--- src/rtl/if_fetch_unit.sv ---
// if_fetch_unit
//   Instruction-fetch stage sitting behind the PC register. It issues fetch
//   requests for pc_i to instruction memory and matches the in-order
//   responses against the request addresses. Responses are buffered in a
//   small FIFO, and the FIFO head is presented to the IF/ID register. A jump
//   discards all buffered and in-flight work: responses that are still
//   outstanding at the jump are counted in drop_cnt and thrown away when they
//   arrive.
//
// Ports
//   clk_i, rst_i    clock, synchronous active-high reset
//   pc_i            current PC (becomes imem_addr_o)
//   jump_flag_i     redirect: flush everything this edge
//   hold_flag_i     pipeline hold level; >= HOLD_IF freezes the output
//   pc_stall_o      PC register must hold pc_i this cycle
//   imem_req_o/imem_addr_o/imem_gnt_i          request channel
//   imem_rvalid_i/imem_rdata_i                 in-order response channel
//   inst_o/inst_addr_o/inst_valid_o            output to IF/ID
module if_fetch_unit #(
    parameter int                 FIFO_DEPTH = 2,
    parameter int                 MAX_OUTST  = 2,
    parameter int                 HOLD_W     = 3,
    parameter logic [HOLD_W-1:0]  HOLD_IF    = HOLD_W'(2),
    parameter logic [31:0]        NOP_INST   = 32'h13
) (
    input  logic              clk_i,
    input  logic              rst_i,
    input  logic [31:0]       pc_i,
    input  logic              jump_flag_i,
    input  logic [HOLD_W-1:0] hold_flag_i,
    output logic              pc_stall_o,
    output logic              imem_req_o,
    output logic [31:0]       imem_addr_o,
    input  logic              imem_gnt_i,
    input  logic              imem_rvalid_i,
    input  logic [31:0]       imem_rdata_i,
    output logic [31:0]       inst_o,
    output logic [31:0]       inst_addr_o,
    output logic              inst_valid_o
);
    localparam int CNT_W  = $clog2(MAX_OUTST + 1);
    localparam int PTR_W  = $clog2(FIFO_DEPTH);
    localparam int FCNT_W = $clog2(FIFO_DEPTH + 1);
    localparam int AQ_W   = (MAX_OUTST > 1) ? $clog2(MAX_OUTST) : 1;

    typedef enum logic {RUN, DRAIN} state_t;

    state_t             state;
    // outst_cnt counts every request in flight, including stale ones that
    // drop_cnt says must be discarded when they come back.
    logic [CNT_W-1:0]   outst_cnt, outst_next;
    logic [CNT_W-1:0]   drop_cnt, drop_next;

    logic [31:0]        aq_mem [MAX_OUTST];
    logic [AQ_W-1:0]    aq_wr, aq_rd;

    logic [31:0]        fifo_inst [FIFO_DEPTH];
    logic [31:0]        fifo_addr [FIFO_DEPTH];
    logic [PTR_W-1:0]   wr_ptr, rd_ptr;
    logic [FCNT_W-1:0]  fifo_cnt;

    logic accept, keep_rsp, consume;

    // The address queue depth need not be a power of two, so wrap explicitly.
    function automatic logic [AQ_W-1:0] aq_inc(input logic [AQ_W-1:0] p);
        if (int'(p) == MAX_OUTST - 1)
            return '0;
        else
            return p + AQ_W'(1);
    endfunction

    // Issue only when the response is guaranteed a FIFO slot.
    always_comb begin
        imem_req_o  = !rst_i && !jump_flag_i
                      && (int'(outst_cnt) < MAX_OUTST)
                      && ((int'(outst_cnt) + int'(fifo_cnt)) < FIFO_DEPTH);
        imem_addr_o = pc_i;
        pc_stall_o  = !(imem_req_o && imem_gnt_i) && !jump_flag_i;
    end

    assign accept   = imem_req_o && imem_gnt_i;
    // In DRAIN the oldest in-flight responses are stale and arrive first.
    assign keep_rsp = imem_rvalid_i && (state == RUN) && !jump_flag_i;
    assign consume  = inst_valid_o && (hold_flag_i < HOLD_IF) && !jump_flag_i;

    always_comb begin
        outst_next = outst_cnt;
        drop_next  = drop_cnt;
        if (jump_flag_i) begin
            // Everything still in flight after this edge is stale.
            drop_next  = outst_cnt - CNT_W'(imem_rvalid_i);
            outst_next = drop_next;
        end else begin
            outst_next = outst_cnt + CNT_W'(accept) - CNT_W'(imem_rvalid_i);
            if (imem_rvalid_i && (state == DRAIN))
                drop_next = drop_cnt - CNT_W'(1);
        end
    end

    // Control state: counters, pointers, drop FSM
    always_ff @(posedge clk_i) begin
        if (rst_i) begin
            state     <= RUN;
            outst_cnt <= '0;
            drop_cnt  <= '0;
            aq_wr     <= '0;
            aq_rd     <= '0;
            wr_ptr    <= '0;
            rd_ptr    <= '0;
            fifo_cnt  <= '0;
        end else begin
            outst_cnt <= outst_next;
            drop_cnt  <= drop_next;
            state     <= (drop_next != '0) ? DRAIN : RUN;
            if (jump_flag_i) begin
                aq_wr    <= '0;
                aq_rd    <= '0;
                wr_ptr   <= '0;
                rd_ptr   <= '0;
                fifo_cnt <= '0;
            end else begin
                if (accept)
                    aq_wr <= aq_inc(aq_wr);
                if (keep_rsp) begin
                    aq_rd  <= aq_inc(aq_rd);
                    wr_ptr <= wr_ptr + PTR_W'(1);
                end
                if (consume)
                    rd_ptr <= rd_ptr + PTR_W'(1);
                fifo_cnt <= fifo_cnt + FCNT_W'(keep_rsp) - FCNT_W'(consume);
            end
        end
    end

    // Storage: address queue and response FIFO payload
    always_ff @(posedge clk_i) begin
        if (accept)
            aq_mem[aq_wr] <= pc_i;
        if (keep_rsp) begin
            fifo_inst[wr_ptr] <= imem_rdata_i;
            fifo_addr[wr_ptr] <= aq_mem[aq_rd];
        end
    end

    // Output: FIFO head or NOP bubble
    always_comb begin
        inst_valid_o = (fifo_cnt != '0);
        inst_o       = inst_valid_o ? fifo_inst[rd_ptr] : NOP_INST;
        inst_addr_o  = inst_valid_o ? fifo_addr[rd_ptr] : 32'h0;
    end

endmodule

--- config.mk ---
export PLATFORM = sky130hd
export DESIGN_NAME = if_fetch_unit
export DESIGN_NICKNAME = d
export VERILOG_FILES = /design/src/rtl/if_fetch_unit.sv
export SDC_FILE = /design/constraint.sdc
export NUM_CORES = 1
export LEC_CHECK = 0
export ABC_AREA = 1
export CORE_AREA = 5 5 127 129
export DETAILED_ROUTE_END_ITERATION = 8
export DIE_AREA = 0 0 132 134
export PLACE_DENSITY = 0.89
export SLEW_MARGIN = 20
export SYNTH_ARGS = -nofsm -noshare
export SYNTH_HDL_FRONTEND = slang
export SYNTH_SLANG_ARGS = --single-unit
export TNS_END_PERCENT = 5
--- constraint.sdc ---
create_clock -name clk_i -period 5.9 [get_ports clk_i]
set_input_delay 0.59 -clock clk_i [delete_from_list [all_inputs] [get_ports clk_i]]
set_output_delay 0.59 -clock clk_i [all_outputs]
set_load 0.01 [all_outputs]
==> impl_metrics.tcl <==
set metrics [dict create \
    io_pins 171 \
    wl_mm 16.08 \
    startpoint "fifo_cnt[1]" \
    cp_max_fo 61 \
    postCtsSetupBuffers 0 \
    stdcell_area_sq_um 10360 \
    area_delta_synth_final_pct 29.61 \
    final.period_utilization_pct 58.95 \
    final-max-slew-violation-count 0 \
    drt_iter0_markers 298 \
    yosysTopAreaCellShare_pct 72.11 \
    synth_area_leaders "edfxtp_1 (72%), nand2_1 (6.9%), mux2_2 (4.2%)" \
    grt.total_usage_pct 17.72 \
    fp.dieW_microns 132 \
    peakVddDrop_uv 223.5 \
    num_antenna_cells 0 \
    min_period_ps 3478 \
    cts_root_buf "clkbuf_16" \
    yosys_warnings 0 \
    crit_family "buffers and inverters" \
    ys_types 27 \
    pwr-share-clk_pct 38.8 \
    crit_required_ps 5310 \
    die_y_microns 134 \
    setup-violations-final 0 \
    seq_area_frac_synth_pct 75.37 \
    power_frac_comb_pct 7.6 \
    core-area_sq_um 14920 \
    setup_tns_ps 0 \
    clock_latency_ps 480 \
    postLayoutCoreUtil_pct 69.45 \
    antenna_found_initial 0 \
    worstHoldStart "aq_rd" \
    clock_path_buffers 3 \
    start_kind "register" \
    crit_buf_inv 3 \
    antenna_left 0 \
    cell_internal_pwr_mw 2.463 \
    cts.repair.resized 0 \
    fmax_mhz 287.5 \
    synth.avg_cell_area_sq_um 13.93 \
    cp.arrival_ps 2890 \
    power.density_nw_per_um2 298.8 \
    htreeDepth 1 \
    synthCells 574 \
    tritoncts "done" \
    endpoint_kind "output port" \
    pre_cts_slack_ps 2875 \
    vias_per_cell 5.188 \
    drtPass1Iterations 5 \
    crit_path_max_incr_delay_ps 690 \
    grt_pass1_vias 5119 \
    grt_start_max_net_pins 65 \
    worstSetupPathType "reg -> out" \
    port_buffers 169 \
    worstMarginPinSlew_ps 1045 \
    maxSlewHeadroom_pct 30.17 \
    cts_hold_buf 0 \
    gp_congestion 0.7764 \
    cts_buffers 21 \
    rows 45 \
    power.switching_uw 633.5 \
    path_cells "inv_1, nand2_2, clkinv_2, a21oi_1, clkdlybuf4s50_1" \
    fp.dieArea_sq_um 17690 \
    cp_slowest_cell "clkinv_2" \
    p_leak_nw 3.625 \
    grt_first_pass_wirelength_mm 25.46 \
    route.detailed.drc 0 \
    fin_ws_ps 2422 \
    drive_gt1_share_pct 10.79 \
    r2r_start "outst_cnt[0]" \
    clk_pin_slew_ps 60 \
    fin_skew_ps 24.82 \
    synth_nets 652 \
    hold_path_class "reg -> reg" \
    yosys.area.top_type "edfxtp_1" \
    rsz0062_at_grt "no" \
    initial_core_util_pct 53.58 \
    placed_area_sq_um 9739 \
    clock-sinks 205 \
    layout.nets 797 \
    dp.final_hpwl_mm 10.44 \
    power_frac_seq_pct 53.6 \
    wl_per_cell_microns 17.48 \
    maxCapViolCount 0 \
    synth_area_sq_um 7995 \
    grt_overflow 0 \
    status "finished clean" \
    hold_viol_final 0 \
    swShare_pct 20.46 \
    ys_seq_elements 205 \
    via_count 4773 \
]
==> per-stage QoR <==
stage          power (mW)  std cells  hold WS, ps
2_1_floorplan       1.798        574        459.0
3_3_place_gp        1.904        880        482.3
3_5_place_dp        1.927        884        503.5
4_1_cts             3.130        920        517.1
5_1_grt             3.204        920        547.4
6_report            3.097        920        509.2
==> cells in the mapped netlist, drive strengths merged <==
| cell type | count |
|---|---|
| nand3 | 9 |
| fa | 1 |
| buf | 48 |
| xnor2 | 1 |
| edfxtp | 192 |
| or2 | 2 |
| dfxtp | 13 |
| mux2 | 32 |
| nand2 | 148 |
| a21oi | 66 |
| inv | 26 |
| nor2 | 18 |
| ha | 5 |
| nor3 | 1 |
| nand4 | 1 |
| xor2 | 1 |
| o21ai | 3 |
| clkbuf | 7 |
==> logic make-up (layout without fill, tap and decap cells) <==
family | Yosys count | in the layout | synth area share (%)
adder cells (fa/ha/maj) | 6 | 6 | 1.033
AND/OR/NAND/NOR | 179 | 179 | 8.952
XOR/XNOR | 2 | 2 | 0.2191
AO/OA/AOI/OAI | 69 | 69 | 4.319
multiplexers | 32 | 32 | 4.507
flip-flops | 205 | 205 | 75.37
buffers and inverters | 81 | 239 | 5.603
==> area by class of cell <==
class	instances	area, sq um
flip-flops and latches	205	6028
fillers	962	4558
repair buffers	177	1832
multi-input cells	288	1544
clock buffers	27	548.0
well taps	188	235.2
inverters	26	102.6
clock inverters	9	72.57
==> placed cells by master (no fill, tap or decap), types with 2 or more instances in the layout <==
cell,n
inv_1,22
ha_1,5
nor2_4,4
clkinv_2,6
clkdlybuf4s50_1,169
nand2_1,147
o21ai_0,3
clkinv_1,3
nand3_1,9
clkbuf_1,6
buf_16,4
mux2_2,30
edfxtp_1,192
a21oi_1,66
nor2_1,13
mux2_1,2
clkbuf_16,21
dfxtp_2,2
buf_4,4
dfxtp_1,11
==> power by group through the flow <==
stage	clock (mW)	combinational, mW	sequential [mW]
after floorplan	0	0.114	1.68
after global placement	0	0.216	1.69
after detailed placement	0	0.236	1.69
after CTS	1.23	0.238	1.66
after global routing	1.29	0.255	1.66
final	1.20	0.235	1.66
==> metal layers <==
layer	part of all wire, %	routed length (microns)	vias to the layer above	GRT usage (%)
met5	0	0	-	0
met4	1.3	210	0	4.914
met3	7.4	1188	21	3.901
met2	54	8635	188	33.63
met1	38	6042	2283	20.02
li1	-	-	2281	-
==> worst register-to-register path: cells and delay by family, from the launching register on <==
kind / cells / cell delay, ps
simple gates: 5 / 1250
fa+ha+maj: 1 / 410
flops: 1 / 380
buf+inv: 2 / 150
==> final timing paths <==
path | cells past startpoint | slack [ps] | end
setup / recovery | 5 | 2420 | inst_addr_o[16]
hold / removal | 2 | 510 | aq_rd
setup reg to reg | 8 | 3280 | aq_mem[0][10]
hold reg to reg | 2 | 510 | aq_rd
==> flip-flops by register name, summed over array words and instances, names as in the netlist, named ones only <==
| name | count |
|---|---|
| aq_rd | 1 |
| aq_mem | 64 |
| aq_wr | 1 |
| outst_cnt | 2 |
| state | 1 |
| fifo_inst | 64 |
| fifo_cnt | 2 |
| fifo_addr | 64 |
| wr_ptr | 1 |
| drop_cnt | 2 |
| rd_ptr | 1 |
Note: power is estimated with default switching activity, not from simulation.
